### config.mk
export PLATFORM = sky130hd
export DESIGN_NAME = mul_wb_scheduler
export DESIGN_NICKNAME = d
export VERILOG_FILES = /design/src/rtl/mul_wb_scheduler_pkg.sv /design/src/rtl/mul_wb_scheduler_stall.sv /design/src/rtl/mul_wb_scheduler.sv
export SDC_FILE = /design/constraint.sdc
export NUM_CORES = 1
export LEC_CHECK = 0
export ABC_AREA = 1
export BUFFER_PORTS_ARGS = -buffer_cell sky130_fd_sc_hd__buf_2
export CAP_MARGIN = 30
export CORE_ASPECT_RATIO = 1.2
export CORE_MARGIN = 1
export CORE_UTILIZATION = 46
export CTS_CLUSTER_SIZE = 10
export DETAILED_ROUTE_END_ITERATION = 10
export GPL_ROUTABILITY_DRIVEN = 0
export MAX_ROUTING_LAYER = met4
export PLACE_DENSITY_LB_ADDON = 0.1
export SLEW_MARGIN = 5
export SYNTH_ARGS = -nofsm -noshare
export SYNTH_HDL_FRONTEND = slang
export SYNTH_SLANG_ARGS = --single-unit
### constraint.sdc
create_clock -name clk -period 2.8 [get_ports clk]
set_input_delay 0.56 -clock clk [delete_from_list [all_inputs] [get_ports clk]]
set_output_delay 0.56 -clock clk [all_outputs]
set_load 0.05 [all_outputs]
### src/rtl/mul_wb_scheduler_pkg.sv
// Shared definitions for the multiply pipeline controller and ROB writeback arbiter.
package mul_wb_scheduler_pkg;

    localparam int WORD_SIZE_DEF       = 32;
    localparam int ROB_ENTRY_WIDTH_DEF = 6;
    localparam int MUL_STAGES_DEF      = 5;
    localparam int STARVE_LIMIT_DEF    = 3;

    localparam logic WB_SRC_ALU = 1'b0;
    localparam logic WB_SRC_MUL = 1'b1;

    typedef enum logic {
        ALU_PRIO = 1'b0,
        MUL_PRIO = 1'b1
    } wb_prio_e;

    // Saturating 4-bit increment; the counter never exceeds lim.
    function automatic logic [3:0] sat_inc4(input logic [3:0] v, input logic [3:0] lim);
        return (v >= lim) ? lim : v + 4'd1;
    endfunction

endpackage

### src/rtl/mul_wb_scheduler_stall.sv
// Backward stall chain for the M stage registers: a stalled stage only holds the
// stage behind it when it is itself occupied, so bubbles collapse.
module mul_wb_scheduler_stall #(
    parameter int MUL_STAGES = 5
) (
    input  logic [MUL_STAGES-1:0] m_valid_i,
    input  logic                  m5_stall_i,
    output logic [MUL_STAGES-1:0] m_stall_o,
    output logic                  issue_stall_o
);

    assign m_stall_o[MUL_STAGES-1] = m5_stall_i;

    for (genvar k = MUL_STAGES - 2; k >= 0; k--) begin : g_chain
        assign m_stall_o[k] = m_stall_o[k+1] && m_valid_i[k+1];
    end

    assign issue_stall_o = m_stall_o[0] && m_valid_i[0];

endmodule

### src/rtl/mul_wb_scheduler.sv
// Multiply pipeline stall/kill controller and ALU/MUL arbiter for the single ROB
// write port, with a starvation counter that temporarily hands priority to MUL.
//
// state    | meaning
// ALU_PRIO | ALU wins a writeback conflict (default)
// MUL_PRIO | MUL wins a conflict; left on the first MUL grant or on flush
module mul_wb_scheduler
    import mul_wb_scheduler_pkg::*;
#(
    parameter int WORD_SIZE       = WORD_SIZE_DEF,
    parameter int ROB_ENTRY_WIDTH = ROB_ENTRY_WIDTH_DEF,
    parameter int MUL_STAGES      = MUL_STAGES_DEF,
    parameter int STARVE_LIMIT    = STARVE_LIMIT_DEF
) (
    input  logic                       clk,
    input  logic                       reset,
    input  logic                       flush,
    input  logic [MUL_STAGES-1:0]      m_valid,
    input  logic [ROB_ENTRY_WIDTH-1:0] mul_rob_id,
    input  logic [WORD_SIZE-1:0]       mul_result,
    input  logic                       alu_wb_valid,
    input  logic [ROB_ENTRY_WIDTH-1:0] alu_wb_rob_id,
    input  logic [WORD_SIZE-1:0]       alu_wb_value,
    output logic [MUL_STAGES-1:0]      m_stall,
    output logic                       mul_issue_stall,
    output logic                       alu_stall,
    output logic                       m_kill,
    output logic                       rob_wr_en,
    output logic [ROB_ENTRY_WIDTH-1:0] rob_wr_id,
    output logic [WORD_SIZE-1:0]       rob_wr_value,
    output logic                       rob_wr_src,
    output logic [2:0]                 mul_inflight
);

    localparam logic [3:0] STARVE_LIM = 4'(STARVE_LIMIT);

    logic mul_req;
    logic alu_req;
    logic mul_grant;
    logic alu_grant;
    logic m5_stall;

    wb_prio_e   state_q, state_d;
    logic [3:0] starve_cnt_q, starve_cnt_d;

    logic                       rob_wr_en_q, rob_wr_en_d;
    logic [ROB_ENTRY_WIDTH-1:0] rob_wr_id_q, rob_wr_id_d;
    logic [WORD_SIZE-1:0]       rob_wr_value_q, rob_wr_value_d;
    logic                       rob_wr_src_q, rob_wr_src_d;

    // Flush masks the MUL request, which also zeroes the whole stall chain.
    always_comb begin
        mul_req   = m_valid[MUL_STAGES-1] && !flush;
        alu_req   = alu_wb_valid;
        mul_grant = mul_req && (!alu_req || (state_q == MUL_PRIO));
        alu_grant = alu_req && !mul_grant;
        m5_stall  = mul_req && !mul_grant;
    end

    assign alu_stall = alu_req && !alu_grant;
    assign m_kill    = flush;

    mul_wb_scheduler_stall #(
        .MUL_STAGES (MUL_STAGES)
    ) u_stall (
        .m_valid_i     (m_valid),
        .m5_stall_i    (m5_stall),
        .m_stall_o     (m_stall),
        .issue_stall_o (mul_issue_stall)
    );

    always_comb begin
        mul_inflight = 3'd0;
        for (int i = 0; i < MUL_STAGES; i++) begin
            mul_inflight = mul_inflight + 3'(m_valid[i]);
        end
    end

    always_comb begin
        starve_cnt_d = starve_cnt_q;
        state_d      = state_q;

        if (flush || mul_grant) begin
            starve_cnt_d = 4'd0;
        end else if (mul_req) begin
            starve_cnt_d = sat_inc4(starve_cnt_q, STARVE_LIM);
        end

        case (state_q)
            ALU_PRIO: begin
                if (!flush && m5_stall && (starve_cnt_d == STARVE_LIM)) begin
                    state_d = MUL_PRIO;
                end
            end
            MUL_PRIO: begin
                if (flush || mul_grant) begin
                    state_d = ALU_PRIO;
                end
            end
            default: state_d = ALU_PRIO;
        endcase
    end

    // Data fields hold between grants; only the strobe marks a new write.
    always_comb begin
        rob_wr_en_d    = mul_grant || alu_grant;
        rob_wr_id_d    = rob_wr_id_q;
        rob_wr_value_d = rob_wr_value_q;
        rob_wr_src_d   = rob_wr_src_q;
        if (mul_grant) begin
            rob_wr_id_d    = mul_rob_id;
            rob_wr_value_d = mul_result;
            rob_wr_src_d   = WB_SRC_MUL;
        end else if (alu_grant) begin
            rob_wr_id_d    = alu_wb_rob_id;
            rob_wr_value_d = alu_wb_value;
            rob_wr_src_d   = WB_SRC_ALU;
        end
    end

    always_ff @(posedge clk or negedge reset) begin
        if (!reset) begin
            state_q        <= ALU_PRIO;
            starve_cnt_q   <= 4'd0;
            rob_wr_en_q    <= 1'b0;
            rob_wr_id_q    <= '0;
            rob_wr_value_q <= '0;
            rob_wr_src_q   <= WB_SRC_ALU;
        end else begin
            state_q        <= state_d;
            starve_cnt_q   <= starve_cnt_d;
            rob_wr_en_q    <= rob_wr_en_d;
            rob_wr_id_q    <= rob_wr_id_d;
            rob_wr_value_q <= rob_wr_value_d;
            rob_wr_src_q   <= rob_wr_src_d;
        end
    end

    assign rob_wr_en    = rob_wr_en_q;
    assign rob_wr_id    = rob_wr_id_q;
    assign rob_wr_value = rob_wr_value_q;
    assign rob_wr_src   = rob_wr_src_q;

endmodule

==> run metrics, run 1 <==
CP max stage cell fa_1; power share of the clock group 24.4%; vias per cell 5.15; post-layout min period 2.64 ns; fin worst setup slack 0.161 ns; global-route wire length before repair 9.20 mm; internal power 1.09 mW; final core utilization 65.6%; crit path cell chain buf_2 > fa_1 > fa_1 > ha_1 > buf_2; final WL 5.87 mm; DR WL/cell 12.9 um; WP buf/inv 2; share of synthesized area occupied by flip-flops and latches 50.1%; Pwr Density 572 mW/mm2; Mapped Nets 359; Placed Area 0.00293 mm2; fmax 379 MHz; total global routing overflow 0; Arr. time, crit path 2.08 ns; synthesized area per cell 8.32 um2; Die W 65.8 um; CTS tree yes; post-synthesis cell count 270; share of the clock period used by the worst path 94.2%; area added between synthesis and finish 35.1%; Net Sw Frac 37.3%; largest area contributor in the synthesized netlist dfrtp_1; Final setup viols 0; Num CTS Buffers 5; clock root cell clkbuf_8; sequential power share 42.9%; synth unique cells 18; Worst Hold Class input pin to asynchronous set/reset pin; DR pass1 iterations 5; Final Hold Fails 0; Critical Path RT 2.24 ns; largest net degree at the start of global routing 43; DR vias 2337; post-detailed-route count of antenna-violating nets 0; initial antenna violation count 0; RSZ-0062 raised after global routing false; Initial Util 48.5%; hold buffer count at CTS 0; DRC 0; post-CTS setup buffers 0; dpl hpwl 4.06 mm; fin nets 484; Net Switching 0.648 mW; Pleak 1.72 nW; setup TNS 0 ns; Core Area 0.00463 mm2; # IOs 136; combinational power share 32.7%; worst reg2reg path endpoint state_q$_DFF_PN0_; Max Cap Violations 0; reg-to-reg critical path startpoint state_q$_DFF_PN0_; slack of the worst reg-to-reg path 1.28 ns; vias in the first global route 2077; Synthesis Warnings 0; startpoint types input pin; Ant. Diodes 0; Reg2Reg Depth 8; clock slew at reported path FFs 0.08 ns; Worst VDD drop 0.428 mV; WS Path Type input pin to primary output; Setup WS pre-CTS 0.156 ns; # resized after CTS 0; CP top delay family adder cells; Slew headroom 68.0%; Mapped Area 0.00225 mm2; Fin Clk Skew 0.00798 ns; Worst-Margin Slew 0.479 ns; top post-synthesis cells by area dfrtp_1 (50%), nand3_1 (27%), nand2_1 (8.2%); Worst Path Max Fanout 2; GRT Util Overall 23.5%; outcome finished, final reports clean; Final Cell Area 0.00303 mm2; Clock H-tree levels 2; CTS Buffer Depth 2; synthesis-stage register bit count 45; I/O Buffers 135; Final Max Tran Viols 0; area share of the largest cell type after synthesis 50.1%; Die Y 78.5 um; die area 0.00517 mm2; CTS sink count 45; share of layout cells above drive strength 1 40.2%; num rows 27; Worst Setup End Kind primary output; clk_lat worst skew 0.28 ns; critical path's largest stage delay 0.49 ns; DRT iter0 DRCs 84
through the flow:
step / total power, mW / std cells / hold WS (ns)
floorplan: 1.15 / 270 / 0.264
global placement: 1.32 / 445 / 0.470
detailed placement: 1.33 / 446 / 0.426
CTS: 1.76 / 454 / 0.112
global route: 1.82 / 454 / 0.115
finish: 1.73 / 454 / 0.116
cell families (layout without fill, tap and decap cells):
logic type / after synthesis / count (layout) / synth area share (%)
adder cells (fa/ha/maj): 4 / 4 / 2.90
flip-flops: 45 / 45 / 50.1
buffers and inverters: 38 / 164 / 8.13
AND/OR/NAND/NOR: 183 / 183 / 38.8
registers in the layout, summed over array words and instances (netlist names):
signal	flops
rob_wr_id	6
state_q	1
rob_wr_src	1
rob_wr_en	1
starve_cnt_q	4
rob_wr_value	32
per-layer routing:
layer | vias to the layer above | wire length (um) | GRT usage, %
met1 | 1085 | 2580 | 29.9
met2 | 103 | 2850 | 38.5
met3 | 2 | 409 | 4.94
met4 | 0 | 27 | 5.00
met5 | - | 0 | -
li1 | 1147 | - | -
power by group through the flow:
stage               clock network (mW)  registers, mW  logic (mW)
floorplan                            0          0.975       0.180
global placement                     0          0.757       0.563
detailed placement                   0          0.755       0.572
CTS                              0.440          0.744       0.573
global route                     0.467          0.752       0.604
finish                           0.423          0.744       0.567
cells in the final DEF (no fill, tap or decap), drive strengths merged:
cell type and n:
clkbuf 7, ha 2, fa 2, nor3 1, dfrtp 45, clkinv 1
or2 2, nand3 120, inv 15, nand2 50, nor2 10, buf 141
worst max path at each step:
stage | end | startpoint | depth (start not counted) | slack [ns]
after CTS | mul_inflight[1] | m_valid[0] | 5 | 0.16
final | mul_inflight[1] | m_valid[0] | 5 | 0.16
after global routing | mul_inflight[1] | m_valid[0] | 5 | 0.14
after floorplan | mul_issue_stall | m_valid[4] | 6 | -0.14
after detailed placement | mul_inflight[1] | m_valid[0] | 5 | 0.16
after global placement | mul_inflight[1] | m_valid[0] | 5 | 0.19
layout make-up:
class                      count  area (um2)
fill                         415        1590
sequential                    45        1130
multi-input combinational    187         945
timing repair buffer         141         733
clock buffer                   7        96.3
tap                           58        72.6
inverter                      15        56.3
clock inverter                 1        5.00
Yosys cell counts, drive strengths merged:
cell	instances
buf	15
clkbuf	8
dfrtp	45
fa	2
ha	2
inv	15
nand2	50
nand3	120
nor2	10
nor3	1
or2	2
Note: power is estimated with default switching activity, not from simulation.
==> inputs of run 2 (changes only) <==
BUFFER_PORTS_ARGS = not set   (was -buffer_cell sky130_fd_sc_hd__buf_2)
CORE_UTILIZATION = 60   (was 46)
DONT_BUFFER_PORTS = 1   (was not set)
clock period = 2.53 ns   (was 2.8 ns; I/O delays follow)
==> run 2 against run 1 <==
Effect of this change: the run now ends with design-rule violations left; sequential share of layout area up 9.2 points; core utilization up 1.9 points; setup slack better by 0.021 ns; global-route usage up 1.6 points; die area down 23%; critical path type unchanged.
==> run metrics, run 2 (synthesis gave the netlist of run 1 again) <==
outcome complete, but fails checks (was finished, final reports clean); failing checks design-rule violations; CTS tree yes (unchanged); fin nets 355 (was 484); DRT iter0 DRCs 117 (was 84); Core Area 0.00360 mm2 (was 0.00463 mm2); Fin Clk Skew 0.00646 ns (was 0.00798 ns); CTS sink count 45 (unchanged); DR pass1 iterations 8 (was 5); largest net degree at the start of global routing 46 (was 43); Worst Path Max Fanout 2 (unchanged); Ant. Diodes 0 (unchanged); Placed Area 0.00233 mm2 (was 0.00293 mm2); commonest non-fill, non-tap cell in the layout nand3_1 (was buf_2); Worst Hold Class input pin to asynchronous set/reset pin (unchanged); share of layout cells above drive strength 1 11.2% (was 40.2%); I/O Buffers 0 (was 135); slack of the worst reg-to-reg path 1.03 ns (was 1.28 ns); Final Hold Fails 0 (unchanged); DR vias 1914 (was 2337); Worst path most repeated cell fa_1; Pwr Density 711 mW/mm2 (was 572 mW/mm2); Max Cap Violations 0 (unchanged); Final Cell Area 0.00243 mm2 (was 0.00303 mm2); Critical Path RT 2.02 ns (was 2.24 ns); CP top delay family adder cells (unchanged); Clock H-tree levels 2 (unchanged); Final Power 1.73 mW (about the same); Initial Util 62.3% (was 48.5%); max reg flops 32 (unchanged); clk_lat worst skew 0.28 ns (about the same); Die Y 69.0 um (was 78.5 um); total global routing overflow 0 (unchanged); initial antenna violation count 0 (unchanged); setup TNS 0 ns (unchanged); Pleak 1.20 nW (was 1.72 nW); Slew headroom 66.7% (was 68.0%); most frequent cells in the layout nand3_1 (119), nand2_1 (49), dfrtp_1 (45), inv_1 (12), nor2_1 (7) (was buf_2 (135), nand3_1 (119), nand2_1 (49), dfrtp_1 (45), inv_1 (12)); num rows 24 (was 27); RSZ-0062 raised after global routing false (unchanged); post-CTS setup buffers 0 (unchanged); area added between synthesis and finish 8.30% (was 35.1%); # resized after CTS 0 (unchanged); DRC 11 (was 0); Final Max Tran Viols 0 (unchanged); WP buf/inv 1 (was 2); crit path cell chain fa_1 > fa_1 > ha_1 > buf_12 (was buf_2 > fa_1 > fa_1 > ha_1 > buf_2); Worst Setup End Kind primary output (unchanged); CTS Buffer Depth 2 (unchanged); startpoint types input pin (unchanged); vias in the first global route 1745 (was 2077); critical path's largest stage delay 0.48 ns (was 0.49 ns); fmax 426 MHz; clock slew at reported path FFs 0.07 ns (was 0.08 ns); GRT Util Overall 25.2% (was 23.5%); Die W 57.9 um (was 65.8 um); dpl hpwl 3.35 mm (was 4.06 mm); Worst VDD drop 0.436 mV (was 0.428 mV); final WL 4.93 mm (was 5.87 mm); Worst-Margin Slew 0.500 ns (was 0.479 ns); post-layout min period 2.35 ns; share of the clock period used by the worst path 92.8%; clock root cell clkbuf_8 (unchanged); vias per cell 6.25 (was 5.15); CP max stage cell fa_1 (unchanged); die area 0.00399 mm2 (was 0.00517 mm2); DR WL/cell 16.1 um (was 12.9 um); Arr. time, crit path 1.84 ns (was 2.08 ns); WS Path Type input pin to primary output (unchanged); Num CTS Buffers 5 (unchanged); post-detailed-route count of antenna-violating nets 0 (unchanged); Final setup viols 0 (unchanged); global-route wire length before repair 7.58 mm (was 9.20 mm); # IOs 136 (unchanged)
[run 2: metrics by stage]
stage,hold WS (ns),cells,worst slack (ns),util [%]
CTS,0.0676,306,0.183,67.5
global placement,0.211,297,0.198,64.7
finish,0.0640,306,0.182,67.5
detailed placement,0.212,297,0.182,64.7
floorplan,0.210,270,0.119,-
global route,0.0653,306,0.157,67.5
[run 2: final cells by class]
class / instances / area (um2)
clock buffer: 6 / 72.6
sequential: 45 / 1130
timing repair buffer: 12 / 165
clock inverter: 2 / 10.0
tap: 39 / 48.8
multi-input combinational: 187 / 953
fill: 280 / 1170
inverter: 15 / 56.3
[run 2: final timing paths]
check	start	endpoint	depth (start not counted)
hold reg to reg	starve_cnt_q[3]$_DFF_PN0_	starve_cnt_q[3]$_DFF_PN0_	2
setup / recovery	m_valid[0]	mul_inflight[1]	4
min in group clk	m_valid[4]	starve_cnt_q[2]$_DFF_PN0_	1
setup reg to reg	state_q$_DFF_PN0_	state_q$_DFF_PN0_	8
max in group asynchronous	reset	rob_wr_value[0]$_DFFE_PN0P_	1
hold / removal	reset	rob_wr_value[23]$_DFFE_PN0P_	1
[run 2: report_power, final]
| part | internal (mW) | switching (mW) | leakage (nW) | total, mW |
|---|---|---|---|---|
| sequential | 0.784 | 0.295 | 0.560 | 1.08 |
| clock | 0.191 | 0.215 | 0.0450 | 0.407 |
| combinational | 0.0918 | 0.152 | 0.598 | 0.244 |
| total | 1.07 | 0.662 | 1.20 | 1.73 |
[run 2: worst register-to-register path: stages, from the launching register on]
cell	delay, ns
dfrtp_1	0.39
inv_1	0.08
nand2_1	0.09
nand2_4	0.08
buf_4	0.38
nand3_1	0.12
nor2_1	0.14
nand3_1	0.09
nand2_1	0.07
[run 2: metal layers]
metal  wire length [um]  up-vias  track usage [%]
li1                   -      893                -
met1               1960      911             29.0
met2               2450      104             42.5
met3                458        6             5.82
met4                 56        0             8.73
met5                  0        -                -
[run 2: what timing repair did]
| item | 4_1_cts | 5_1_grt |
|---|---|---|
| endpoints found under the setup margin | 0 | 0 |
| hold endpoints to repair | 45 | 0 |
| hold buffers | 1 | 0 |
==> inputs of run 3 (changes only) <==
GPL_TIMING_DRIVEN = 0   (was not set)
==> run 3 against run 2 <==
Effect of this change: the flow still finishes with violations (design-rule violations); global-route usage rose by 3.1 points; register-to-register slack improved by 0.14 ns; die area did not move; sequential share of layout area fell by 0.095 points; hold slack got worse by 0.0080 ns; sequential power barely moved; critical path depth fell by 1; clock skew fell by 0.0017 ns; wire length rose by 7.8%; via count rose by 2.1%; critical path type unchanged; largest cell class unchanged; cell area rose by 0.21%; largest power group unchanged.
==> run metrics, run 3 (synthesis gave the netlist of run 1 again) <==
Critical Path RT 2.02 ns (about the same); Multi-input gate area 958 um2 (was 953 um2); Worst-Margin Slew 0.551 ns (was 0.500 ns); largest net degree at the start of global routing 46 (unchanged); most frequent cells in the layout nand3_1 (119), nand2_1 (49), dfrtp_1 (45), inv_1 (12) (was nand3_1 (119), nand2_1 (49), dfrtp_1 (45), inv_1 (12), nor2_1 (7)); Worst Hold Class input pin to asynchronous set/reset pin (unchanged); Worst path most repeated cell fa_1 (unchanged); initial antenna violation count 0 (unchanged); Non-Filler Instances 318 (was 306); Core Area 0.00360 mm2 (unchanged); Max Cap Violations 0 (unchanged); vias in the first global route 1870 (was 1745); Placed Area 0.00231 mm2 (was 0.00233 mm2); Final Cell Area 0.00244 mm2 (was 0.00243 mm2); Die Y 69.0 um (unchanged); Final Hold Slack 0.0560 ns (was 0.0640 ns); Setup WS pre-CTS 0.0147 ns (was 0.182 ns); die area 0.00399 mm2 (unchanged); Reg2Reg Depth 6 (was 8); post-CTS setup buffers 0 (unchanged); share of layout cells above drive strength 1 11.8% (was 11.2%); failing checks design-rule violations (unchanged); commonest non-fill, non-tap cell in the layout nand3_1 (unchanged); Final Max Tran Viols 0 (unchanged); CTS Buffer Depth 2 (unchanged); fin nets 367 (was 355); fin worst setup slack 0.100 ns (was 0.182 ns); num rows 24 (unchanged); share of the clock period used by the worst path 96.0% (was 92.8%); DR pass1 iterations 8 (unchanged); worst reg2reg path endpoint rob_wr_id[5]$_DFFE_PN0P_ (was state_q$_DFF_PN0_); DRC 11 (unchanged); DR WL/cell 16.7 um (was 16.1 um); slack of the worst reg-to-reg path 1.17 ns (was 1.03 ns); CP max stage cell ha_1 (was fa_1); Final Hold Fails 0 (unchanged); Placed Cells 309 (was 297); CTS tree yes (unchanged); final WL 5.31 mm (was 4.93 mm); CTS sink count 45 (unchanged); # IOs 136 (unchanged); global-route wire length before repair 8.50 mm (was 7.58 mm); fmax 412 MHz (was 426 MHz); total global routing overflow 0 (unchanged); Arr. time, crit path 1.92 ns (was 1.84 ns); Clock H-tree levels 2 (unchanged); final core utilization 67.6% (was 67.5%); max reg flops 32 (unchanged); dpl hpwl 3.79 mm (was 3.35 mm); GRT Util Overall 28.3% (was 25.2%); clock slew at reported path FFs 0.07 ns (about the same); Final setup viols 0 (unchanged); critical path's largest stage delay 0.56 ns (was 0.48 ns); Initial Util 62.3% (unchanged); outcome complete, but fails checks (unchanged); WS Path Type input pin to primary output (unchanged); Worst Path Max Fanout 2 (unchanged); Worst Setup SP m_valid[0] (unchanged); crit path cell chain fa_1 > fa_1 > ha_1 (was fa_1 > fa_1 > ha_1 > buf_12); startpoint types input pin (unchanged); Ant. Diodes 0 (unchanged); register area 0.00113 mm2 (unchanged); RSZ-0062 raised after global routing false (unchanged); Slew headroom 63.3% (was 66.7%); post-layout min period 2.43 ns (was 2.35 ns); Worst Setup End Kind primary output (unchanged); Pleak 1.21 nW (was 1.20 nW); post-detailed-route count of antenna-violating nets 0 (unchanged); DR vias 1955 (was 1914); setup TNS 0 ns (unchanged); clock root cell clkbuf_8 (unchanged); DRT iter0 DRCs 165 (was 117); Fin Clk Skew 0.00473 ns (was 0.00646 ns); area added between synthesis and finish 8.52% (was 8.30%); Pwr Density 739 mW/mm2 (was 711 mW/mm2); clk_lat worst skew 0.29 ns (was 0.28 ns); Num CTS Buffers 5 (unchanged); fill count 311 (was 280); Worst VDD drop 0.557 mV (was 0.436 mV); I/O Buffers 0 (unchanged); Final Power 1.80 mW (was 1.73 mW); reg-to-reg critical path startpoint state_q$_DFF_PN0_ (unchanged); vias per cell 6.15 (was 6.25); Die W 57.9 um (unchanged)
## run 3: cell types whose count changed in the layout (fill, tap and decap cells not counted), sizes merged
cell    previous run  this run
clkinv             2         1
buf               12        16
clkbuf             6        15
## run 3: per-layer routing
metal / vias up / routed length [um] / GRT usage (%)
li1: 916 / - / -
met1: 917 / 2150 / 35.9
met2: 113 / 2570 / 45.3
met3: 9 / 506 / 5.07
met4: 0 / 77 / 9.79
met5: - / 0 / -
## run 3: final cells by class
| cell class | count | area share, % |
|---|---|---|
| Timing Repair Buffer | 1 | 0.821 |
| Buffer | 23 | 5.18 |
| Clock buffer | 7 | 3.95 |
| Tap cell | 39 | 2.00 |
| Inverter | 15 | 2.31 |
| Sequential cell | 45 | 46.2 |
| Multi-Input combinational cell | 187 | 39.3 |
| Clock inverter | 1 | 0.205 |
## run 3: worst max-delay path: cells and delay by family
kind,cells,cell delay [ns]
fa+ha+maj,3,1.41
## run 3: report_power, final
group | switching [mW] | internal [mW] | leakage, nW
clock network | 0.224 | 0.247 | 0.0542
logic | 0.167 | 0.0833 | 0.598
registers | 0.295 | 0.784 | 0.560
## run 3: how the worst max path moves through the flow
stage	to	slack (ns)	cells after the start
after CTS	mul_inflight[1]	0.10	3
final	mul_inflight[1]	0.10	3
after floorplan	mul_inflight[1]	0.12	3
after detailed placement	m_stall[0]	0.01	6
after global routing	m_stall[0]	0.04	5
after global placement	m_stall[0]	0.03	6
## run 3: repair_timing
item,CTS,global route
endpoints found under the hold margin,45,0
hold buffers,1,0
gates resized for setup,1,0
setup endpoints to repair,2,0
